<file path="config.mk">
export PLATFORM = sky130hd
export DESIGN_NAME = conv_loop_controller
export DESIGN_NICKNAME = d
export VERILOG_FILES = /design/src/rtl/winocnn_pkg.sv /design/src/rtl/tile_count_calc.sv /design/src/rtl/conv_loop_controller.sv
export SDC_FILE = /design/constraint.sdc
export NUM_CORES = 1
export LEC_CHECK = 0
export CAP_MARGIN = 20
export CORE_MARGIN = 4
export CORE_UTILIZATION = 40
export CTS_CLUSTER_SIZE = 16
export DETAILED_ROUTE_END_ITERATION = 7
export SLEW_MARGIN = 25
export SYNTH_ARGS = -nofsm -noshare
export SYNTH_HDL_FRONTEND = slang
export SYNTH_SLANG_ARGS = --single-unit
</file>
<file path="constraint.sdc">
create_clock -name clk -period 8.4 [get_ports clk]
set_input_delay 1.68 -clock clk [delete_from_list [all_inputs] [get_ports clk]]
set_output_delay 1.68 -clock clk [all_outputs]
set_load 0.03 [all_outputs]
</file>
<file path="src/rtl/winocnn_pkg.sv">
`default_nettype none
// ============================================================================
//  Module   : winocnn_pkg
//  Brief    : Shared types, tile-edge defaults and helpers for the Winograd
//             convolution loop controller.
//  Revision : 1.0 - initial release
// ============================================================================
package winocnn_pkg;

    // Loop-sequencer states
    typedef enum logic [1:0] {
        ST_IDLE    = 2'd0,
        ST_ISSUE   = 2'd1,
        ST_ADVANCE = 2'd2,
        ST_DONE    = 2'd3
    } ctrl_state_t;

    // Output tile edges for the two tile modes (size_type=1 / size_type=0)
    localparam int unsigned TILE_A_DEFAULT = 4;
    localparam int unsigned TILE_B_DEFAULT = 6;

    // Ceiling division; a zero divisor yields zero rather than an X.
    function automatic logic [31:0] ceil_div(input logic [31:0] num,
                                             input logic [31:0] den);
        logic [31:0] q;
        if (den == 32'd0) begin
            q = 32'd0;
        end else begin
            q = num / den;
            if ((num % den) != 32'd0) begin
                q = q + 32'd1;
            end
        end
        return q;
    endfunction

endpackage

`default_nettype wire

</file>
<file path="src/rtl/tile_count_calc.sv">
`default_nettype none
// ============================================================================
//  Module   : tile_count_calc
//  Brief    : Number of output tiles along one feature-map dimension:
//             max(1, ceil(dim/TILE)), saturated to the block-count width.
//  Revision : 1.0 - initial release
// ============================================================================
module tile_count_calc
    import winocnn_pkg::*;
#(
    parameter int unsigned DIM_W  = 9,
    parameter int unsigned BLK_W  = 8,
    parameter int unsigned TILE_A = TILE_A_DEFAULT,
    parameter int unsigned TILE_B = TILE_B_DEFAULT
) (
    input  logic [DIM_W-1:0] dim,
    input  logic             size_type,
    output logic [BLK_W-1:0] block
);

    localparam logic [31:0] BLK_MAX = (32'd1 << BLK_W) - 32'd1;

    logic [31:0] tile;
    logic [31:0] quot;

    // Pick the tile edge, divide rounding up, then clamp to [1, BLK_MAX]
    always_comb begin
        tile  = size_type ? 32'(TILE_A) : 32'(TILE_B);
        quot  = ceil_div(32'(dim), tile);
        if (quot == 32'd0) begin
            block = BLK_W'(1);
        end else if (quot > BLK_MAX) begin
            block = '1;
        end else begin
            block = quot[BLK_W-1:0];
        end
    end

endmodule

`default_nettype wire

</file>
<file path="src/rtl/conv_loop_controller.sv">
`default_nettype none
// ============================================================================
//  Module   : conv_loop_controller
//  Brief    : Loop sequencer for one Winograd convolution layer. Walks
//             output-depth groups (inner) and input-depth slices (outer),
//             issuing one pass per (id, od-group) and waiting for each to end.
//  Revision : 1.0 - initial release
// ============================================================================
module conv_loop_controller
    import winocnn_pkg::*;
#(
    parameter int unsigned OD_W     = 8,
    parameter int unsigned ID_W     = 4,
    parameter int unsigned DIM_W    = 9,
    parameter int unsigned BLK_W    = 8,
    parameter int unsigned OD_LANES = 2,
    parameter int unsigned TILE_A   = TILE_A_DEFAULT,
    parameter int unsigned TILE_B   = TILE_B_DEFAULT
) (
    input  logic                clk,
    input  logic                reset_n,
    input  logic                cfg_wen_i,
    input  logic [ID_W-1:0]     cfg_total_id_i,
    input  logic [OD_W-1:0]     cfg_total_od_i,
    input  logic [DIM_W-1:0]    cfg_width_i,
    input  logic [DIM_W-1:0]    cfg_height_i,
    input  logic                cfg_size_type_i,
    input  logic                start_i,
    input  logic                abort_i,
    input  logic                loop_finished_i,
    output logic                data_prepare_o,
    output logic [ID_W-1:0]     data_id_o,
    output logic [ID_W-1:0]     weight_id_o,
    output logic [OD_W-1:0]     weight_od1_o,
    output logic [OD_LANES-1:0] weight_od_mask_o,
    output logic [BLK_W-1:0]    block_width_o,
    output logic [BLK_W-1:0]    block_height_o,
    output logic                size_type_o,
    output logic                busy_o,
    output logic [15:0]         pass_idx_o,
    output logic                conv_completed
);

    // Lane step widened by one bit so od1+OD_LANES never wraps near 2^OD_W
    localparam logic [OD_W:0] LANES_EXT = (OD_W+1)'(OD_LANES);

    ctrl_state_t      state, state_next;
    logic [OD_W-1:0]  od1, od1_next;
    logic [ID_W-1:0]  id, id_next;
    logic [15:0]      pass_idx, pass_next;

    logic [ID_W-1:0]  sh_total_id;
    logic [OD_W-1:0]  sh_total_od;
    logic [DIM_W-1:0] sh_width;
    logic [DIM_W-1:0] sh_height;
    logic             sh_size_type;

    logic [OD_W:0]    od_sum;
    logic [ID_W:0]    id_sum;
    logic             idle_like;

    assign idle_like = (state == ST_IDLE) || (state == ST_DONE);
    assign od_sum    = {1'b0, od1} + LANES_EXT;
    assign id_sum    = {1'b0, id} + (ID_W+1)'(1);

    // Shadow configuration: writable only while no layer is in flight;
    // abort outranks the write so an aborting cycle leaves config untouched
    always_ff @(posedge clk or negedge reset_n) begin
        if (!reset_n) begin
            sh_total_id  <= '0;
            sh_total_od  <= '0;
            sh_width     <= '0;
            sh_height    <= '0;
            sh_size_type <= 1'b0;
        end else if (cfg_wen_i && idle_like && !abort_i) begin
            sh_total_id  <= cfg_total_id_i;
            sh_total_od  <= cfg_total_od_i;
            sh_width     <= cfg_width_i;
            sh_height    <= cfg_height_i;
            sh_size_type <= cfg_size_type_i;
        end
    end

    // State and loop-counter registers
    always_ff @(posedge clk or negedge reset_n) begin
        if (!reset_n) begin
            state    <= ST_IDLE;
            od1      <= '0;
            id       <= '0;
            pass_idx <= '0;
        end else begin
            state    <= state_next;
            od1      <= od1_next;
            id       <= id_next;
            pass_idx <= pass_next;
        end
    end

    // Next-state and loop-index update; abort wins over everything
    always_comb begin
        state_next = state;
        od1_next   = od1;
        id_next    = id;
        pass_next  = pass_idx;
        if (abort_i) begin
            state_next = ST_IDLE;
            od1_next   = '0;
            id_next    = '0;
            pass_next  = '0;
        end else begin
            unique case (state)
                ST_IDLE, ST_DONE: begin
                    if (start_i) begin
                        od1_next  = '0;
                        id_next   = '0;
                        pass_next = '0;
                        // An empty layer has no passes to issue
                        if (sh_total_od == '0 || sh_total_id == '0) begin
                            state_next = ST_DONE;
                        end else begin
                            state_next = ST_ISSUE;
                        end
                    end
                end
                ST_ISSUE: begin
                    if (loop_finished_i) begin
                        state_next = ST_ADVANCE;
                    end
                end
                ST_ADVANCE: begin
                    pass_next = pass_idx + 16'd1;
                    if (od_sum >= {1'b0, sh_total_od}) begin
                        if (id_sum >= {1'b0, sh_total_id}) begin
                            state_next = ST_DONE;
                        end else begin
                            od1_next   = '0;
                            id_next    = id_sum[ID_W-1:0];
                            state_next = ST_ISSUE;
                        end
                    end else begin
                        od1_next   = od_sum[OD_W-1:0];
                        state_next = ST_ISSUE;
                    end
                end
                default: begin
                    state_next = ST_IDLE;
                end
            endcase
        end
    end

    // Lane-valid mask: lane k carries a real channel only if od1+k < total_od
    genvar k;
    generate
        for (k = 0; k < OD_LANES; k = k + 1) begin : g_mask
            assign weight_od_mask_o[k] =
                (({1'b0, od1} + (OD_W+1)'(k)) < {1'b0, sh_total_od});
        end
    endgenerate

    tile_count_calc #(
        .DIM_W  (DIM_W),
        .BLK_W  (BLK_W),
        .TILE_A (TILE_A),
        .TILE_B (TILE_B)
    ) u_tiles_w (
        .dim       (sh_width),
        .size_type (sh_size_type),
        .block     (block_width_o)
    );

    tile_count_calc #(
        .DIM_W  (DIM_W),
        .BLK_W  (BLK_W),
        .TILE_A (TILE_A),
        .TILE_B (TILE_B)
    ) u_tiles_h (
        .dim       (sh_height),
        .size_type (sh_size_type),
        .block     (block_height_o)
    );

    assign data_prepare_o = (state == ST_ISSUE);
    assign busy_o         = (state == ST_ISSUE) || (state == ST_ADVANCE);
    assign conv_completed = (state == ST_DONE);
    assign data_id_o      = id;
    assign weight_id_o    = id;
    assign weight_od1_o   = od1;
    assign pass_idx_o     = pass_idx;
    assign size_type_o    = sh_size_type;

endmodule

`default_nettype wire

</file>
==> impl_metrics.py, run 1 <==
metrics = {
    "status": {
        "status": "finished clean",
    },
    "detailed_routing": {
        "drt-total-wl_mm": 19.2,
        "ant_nets": 0,
        "drtIter0Drc": 487,
        "vias": 6923,
        "avgRoutedWirePerCell_um": 16.1,
        "via_per_inst": 5.80,
        "drt_first_pass_iters": 5,
        "drc": 0,
    },
    "logic_synthesis": {
        "synth.distinct_cells": 99,
        "synth_seq_area_share": 0.213,
        "synth_top_family_by_area": "compound AO/OA/AOI/OAI gates",
        "ys_warn_count": 0,
        "yosys.area.top_type": "dfrtp_1",
        "netlist_top_cells_count": "nor2_1, nand2_1, dfrtp_1, o21ai_0, ha_1",
        "synthXorXnorAreaFrac": 0.0433,
        "synth.top_cell.area_share": 0.213,
        "synth_most_common_cell": "nor2_1",
        "synthMuxAreaShare": 0.0762,
        "syn_nets": 966,
        "synthArstFlopShare": 1.00,
        "syn_area_per_cell_um2": 8.05,
        "synth-compound-area-share": 0.298,
        "synth-main-ff-cell": "dfrtp_1",
        "ys_ff_latch": 60,
        "synth_edf_count": 0,
        "syn-cell-area_mm2": 0.00706,
        "synthSimpleGateAreaFrac": 0.227,
        "synthCells": 877,
        "synth_area_leaders": "dfrtp_1, ha_1, mux2_2",
        "yosys.area_share.adder": 0.0922,
    },
    "worst_setup_path": {
        "cp_max_fo": 9,
        "cp.arrival_ns": 6.38,
        "end_kind": "primary output",
        "crit_type": "reg2out",
        "critPathLaunchType": "flop",
        "required_ns": 6.72,
    },
    "global_routing": {
        "grt-ovfl-total": 0,
        "grt_pass1_wl_mm": 31.3,
        "grt_max_degree": 61,
        "grt_pass1_vias": 6448,
        "antenna_found_initial": 1,
        "track_usage": 0.188,
    },
    "final_layout": {
        "fin_cells": 1193,
        "layout-drive-gt1-share": 0.170,
        "area_growth_pct": 21.9,
        "num_antenna_cells": 0,
        "post-route-util": 0.497,
        "fin_nets": 1052,
        "fillers": 1674,
    },
    "sta": {
        "fin_crit_sh": 0.960,
        "setup_ws_ns": 0.336,
        "hold_viol": 0,
        "fin_skew_ns": 0.00940,
        "worst_pin_slew_ns": 0.906,
        "fmaxAchievable_mhz": 124,
        "finalCriticalPeriod_ns": 8.06,
        "setup_viol": 0,
        "slew_viol_final": 0,
        "tns_ns": 0,
        "maxSlewHeadroom": 0.396,
    },
    "floorplan": {
        "start_util": 0.408,
        "die_area_mm2": 0.0198,
        "die_w_um": 141,
        "die_h_um": 141,
        "ios": 91,
        "core_area_mm2": 0.0173,
        "rows": 48,
    },
    "clock_network": {
        "cts_root_buf": "clkbuf_16",
        "clkTransAtPathRegs_ns": 0.06,
        "htree_num_levels": 3,
        "clk_path_buf_depth": 2,
        "insertion_delay_ns": 0.35,
        "cts-buffers-inserted": 9,
        "cts_hold_buf": 0,
        "clkSinkCount": 60,
        "cts_tree": "built",
    },
    "placed_design": {
        "dp_slack_ns": 0.252,
        "numPortBuffers": 89,
        "place_inst": 1169,
        "hpwl_mm": 14.7,
        "place_congestion": 0.926,
    },
    "worst_hold_path": {
        "hold_path.class": "reg2reg",
    },
    "job": {
        "maxCapViolations": 0,
    },
}
[placed cells by master, fill, tap and decap left out, types with 15 or more instances in the layout]
| cell type | n |
|---|---|
| dfrtp_1 | 60 |
| xor2_1 | 19 |
| nor2_1 | 75 |
| nor3_1 | 23 |
| nand2b_1 | 17 |
| inv_1 | 46 |
| buf_4 | 30 |
| clkdlybuf4s50_1 | 72 |
| nand3_1 | 29 |
| o211ai_1 | 15 |
| nand2_1 | 62 |
| a21oi_1 | 50 |
| mux2_2 | 37 |
| a211oi_1 | 15 |
| ha_1 | 51 |
| o21ai_0 | 59 |
| nor2b_1 | 15 |
[worst max-delay path: stages, from the launching register on]
cell	delay, ns
dfrtp_1	0.41
ha_2	0.35
nor2_2	0.16
inv_1	0.06
ha_1	0.30
and4b_4	0.39
nor2_1	0.08
or4b_1	0.52
a31o_1	0.25
o311ai_4	0.14
a21oi_2	0.12
buf_4	0.17
a21oi_2	0.18
nand3b_1	0.12
a31o_1	0.26
a221o_1	0.42
or4_1	0.51
a221oi_2	0.31
or3b_4	0.47
and3_1	0.22
xnor2_2	0.15
o31ai_2	0.23
buf_4	0.19
[flip-flops by register name, indices dropped and copies added (netlist names), 2 cells and up]
name          cells
sh_total_id       4
sh_total_od       8
state             2
pass_idx_o       16
data_id_o         4
sh_width          9
weight_od1_o      7
sh_height         9
[cell type report]
class | instances | area, µm² | share of cell area
Inverter | 47 | 176 | 0.0205
Clock inverter | 7 | 58.8 | 0.00684
Sequential cell | 60 | 1500 | 0.175
Clock buffer | 9 | 225 | 0.0262
Timing Repair Buffer | 109 | 1030 | 0.119
Tap cell | 225 | 282 | 0.0327
Multi-Input combinational cell | 736 | 5330 | 0.620
[final timing paths]
path,from,to,slack [ns],depth (start not counted)
worst max-delay path,size_type_o$_DFFE_PN0P_,block_height_o[0],0.34,22
worst min-delay path,sh_total_id[3]$_DFFE_PN0P_,sh_total_id[3]$_DFFE_PN0P_,0.54,1
worst max register to register,weight_od1_o[1]$_DFFE_PN0P_,weight_od1_o[4]$_DFFE_PN0P_,5.33,13
worst min register to register,sh_total_id[3]$_DFFE_PN0P_,sh_total_id[3]$_DFFE_PN0P_,0.54,1
max in group asynchronous,reset_n,sh_width[0]$_DFFE_PN0P_,6.38,2
min in group asynchronous,reset_n,pass_idx_o[15]$_DFFE_PN0P_,1.49,2
[through the flow]
stage               hold slack (ns)  cell area [µm²]
floorplan                     0.497             7060
global placement              0.528             8120
detailed placement            0.519             8120
CTS                           0.543             8410
global route                  0.558             8600
finish                        0.543             8600
[metal layers]
metal,part of all wire,up-vias,track usage
li1,-,3467,-
met2,0.43,180,0.289
met3,0.049,32,0.0383
met1,0.50,3242,0.269
met5,0.00062,-,0
met4,0.019,2,0.0541
[logic make-up after synthesis]
kind of cell    after synthesis
compound gates              285
mux                          49
other cells                   1
fa+ha+maj                    52
simple gates                314
buf+inv                      82
xor+xnor                     34
flops                        60
[what timing repair did]
item / CTS / global route
cloned: 0 / 1
setup buffers: 0 / 7
gates resized for setup: 2 / 31
setup endpoints to repair: 2 / 15
pin swaps: 0 / 9
hold endpoints to repair: 0 / 0
Power of run 1 is not shown: default switching activity piles up to over one toggle a cycle in this logic, so the estimate is an artifact.
==> run 2, diff against run 1 <==
--- a/config.mk
+++ b/config.mk
@@ -10,6 +10,7 @@
 export CORE_UTILIZATION = 40
 export CTS_CLUSTER_SIZE = 16
 export DETAILED_ROUTE_END_ITERATION = 7
+export RECOVER_POWER = 50
 export SLEW_MARGIN = 25
 export SYNTH_ARGS = -nofsm -noshare
 export SYNTH_HDL_FRONTEND = slang
==> impl_metrics.py, run 2 (synthesis gave the netlist of run 1 again) <==
metrics = {
    "status": {
        "status": "finished, violations left",
        "failed_checks": "max-capacitance violations, max-slew violations",
    },
    "detailed_routing": {
        "drtIter0Drc": 452,
        "via_per_inst": 5.81,
        "avgRoutedWirePerCell_um": 16.1,
        "drt_first_pass_iters": 5,
        "vias": 6937,
        "ant_nets": 0,
        "drt-total-wl_mm": 19.2,
        "drc": 0,
    },
    "sta": {
        "fmaxAchievable_mhz": 124,
        "maxSlewHeadroom": -1.21,
        "slew_viol_final": 61,
        "fin_crit_sh": 0.960,
        "worst_pin_slew_ns": 3.32,
        "fin_skew_ns": 0.00977,
        "hold_viol": 0,
        "finalCriticalPeriod_ns": 8.06,
        "whs_ns": 0.541,
        "setup_viol": 0,
    },
    "worst_setup_path": {
        "crit_path_start": "size_type_o$_DFFE_PN0P_",
        "crit_type": "reg2out",
        "critPathLaunchType": "flop",
        "cpLargestDelayFamily": "simple AND/OR/NAND/NOR gates",
        "required_ns": 6.72,
        "cp.arrival_ns": 6.38,
        "path_depth": 22,
        "r2r-end": "weight_od1_o[4]$_DFFE_PN0P_",
        "ff2ff_path_depth": 13,
        "cp_num_buf_inv": 3,
        "end_kind": "primary output",
        "slowest_stage": "or4b_1",
        "max_stage_delay_ns": 0.52,
        "worst-r2r-setup-slack_ns": 5.33,
        "crit_path_cell_trace": "ha_2 > nor2_2 > inv_1 > ha_1 > and4b_4 > nor2_1 > or4b_1 > a31o_1 > o311ai_4 > a21oi_2 > buf_4 > a21oi_2 > nand3b_1 > a31o_1 > a221o_1 > or4_1 > a221oi_2 > or3b_4 > and3_1 > xnor2_2 > o31ai_2 > buf_4",
        "crit_path_end": "block_height_o[0]",
        "cp_max_fo": 9,
        "rr_startpoint": "weight_od1_o[1]$_DFFE_PN0P_",
    },
    "global_routing": {
        "grt_pass1_wl_mm": 31.3,
        "grt_pass1_vias": 6448,
        "grt-ovfl-total": 0,
        "antenna_found_initial": 1,
        "track_usage": 0.188,
        "grt_max_degree": 61,
    },
    "placed_design": {
        "place_congestion": 0.926,
        "place_area_mm2": 0.00812,
        "hpwl_mm": 14.7,
        "numPortBuffers": 89,
    },
    "floorplan": {
        "rows": 48,
        "core_area_mm2": 0.0173,
        "die_h_um": 141,
        "die_area_mm2": 0.0198,
        "die_w_um": 141,
        "start_util": 0.408,
        "ios": 91,
    },
    "worst_hold_path": {
        "hold_path.class": "reg2reg",
        "hold_path_depth": 2,
    },
    "final_layout": {
        "fin_nets": 1052,
        "layout_commonest_cell": "nor2_1",
        "layout-drive-gt1-share": 0.169,
        "area_growth_pct": 21.9,
        "fillers": 1674,
        "num_antenna_cells": 0,
        "stdcell_area_mm2": 0.00860,
        "largest_register_ffs": 16,
        "mostFrequentLayoutCells": "nor2_1, nand2_1, dfrtp_1",
    },
    "clock_network": {
        "clk_path_buf_depth": 2,
        "clkTransAtPathRegs_ns": 0.06,
        "cts_tree": "built",
        "cts-buffers-inserted": 9,
        "insertion_delay_ns": 0.35,
        "cts_root_buf": "clkbuf_16",
        "htree_num_levels": 3,
        "cts_hold_buf": 0,
        "clkSinkCount": 60,
    },
    "job": {
        "maxCapViolations": 1,
    },
}
## run 2: cell types whose count changed in the layout (fill, tap and decap cells not counted), sizes merged
cell	change
clkdlybuf4s50	-22
dlygate4sd3	+22
clkbuf	+1
buf	-1
## run 2: metal layers
metal  up-vias  GRT usage  wire, µm
met2       191      0.289      8280
met4         2     0.0541       370
met3        30     0.0383       920
met5         -          0        12
met1      3245      0.269      9640
li1       3469          -         -
## run 2: how the worst min path moves through the flow
stage                                 end  slack (ns)                  startpoint
2_1_floorplan     sh_width[2]$_DFFE_PN0P_        0.50     sh_width[2]$_DFFE_PN0P_
4_1_cts        sh_total_od[1]$_DFFE_PN0P_        0.54  sh_total_od[1]$_DFFE_PN0P_
5_1_grt        sh_total_od[7]$_DFFE_PN0P_        0.56  sh_total_od[7]$_DFFE_PN0P_
3_3_place_gp   sh_total_od[2]$_DFFE_PN0P_        0.53  sh_total_od[2]$_DFFE_PN0P_
6_report       pass_idx_o[15]$_DFFE_PN0P_        0.54  pass_idx_o[15]$_DFFE_PN0P_
3_5_place_dp   sh_total_od[1]$_DFFE_PN0P_        0.52  sh_total_od[1]$_DFFE_PN0P_
## run 2: cell type report
cell class	count	area, µm²	share of cell area
inverters	47	176	0.0205
flip-flops and latches	60	1500	0.175
well taps	225	282	0.0327
clock inverters	7	58.8	0.00684
clock buffers	9	225	0.0262
multi-input cells	736	5330	0.620
repair buffers	109	1020	0.119
## run 2: tightest hold or removal path, cell delays in order (launching register included)
cell and delay, ns:
dfrtp_1 0.35, xor2_1 0.07, nor2_1 0.08
## run 2: per-stage QoR
stage	setup TNS (ns)	util	setup slack, ns	instances
2_1_floorplan	0	-	0.375	877
3_3_place_gp	0	0.469	0.389	1169
3_5_place_dp	0	0.469	0.252	1169
4_1_cts	0	0.486	0.00192	1185
5_1_grt	-0.00619	0.497	-0.00619	1193
6_report	0	0.497	0.336	1193
## run 2: repair_timing
item / in CTS / in global routing
resized for setup: 2 / 31
pin swaps: 0 / 9
cloned: 0 / 1
setup buffers: 0 / 7
setup endpoints to repair: 2 / 15
Power of run 2 is left out for the same reason.
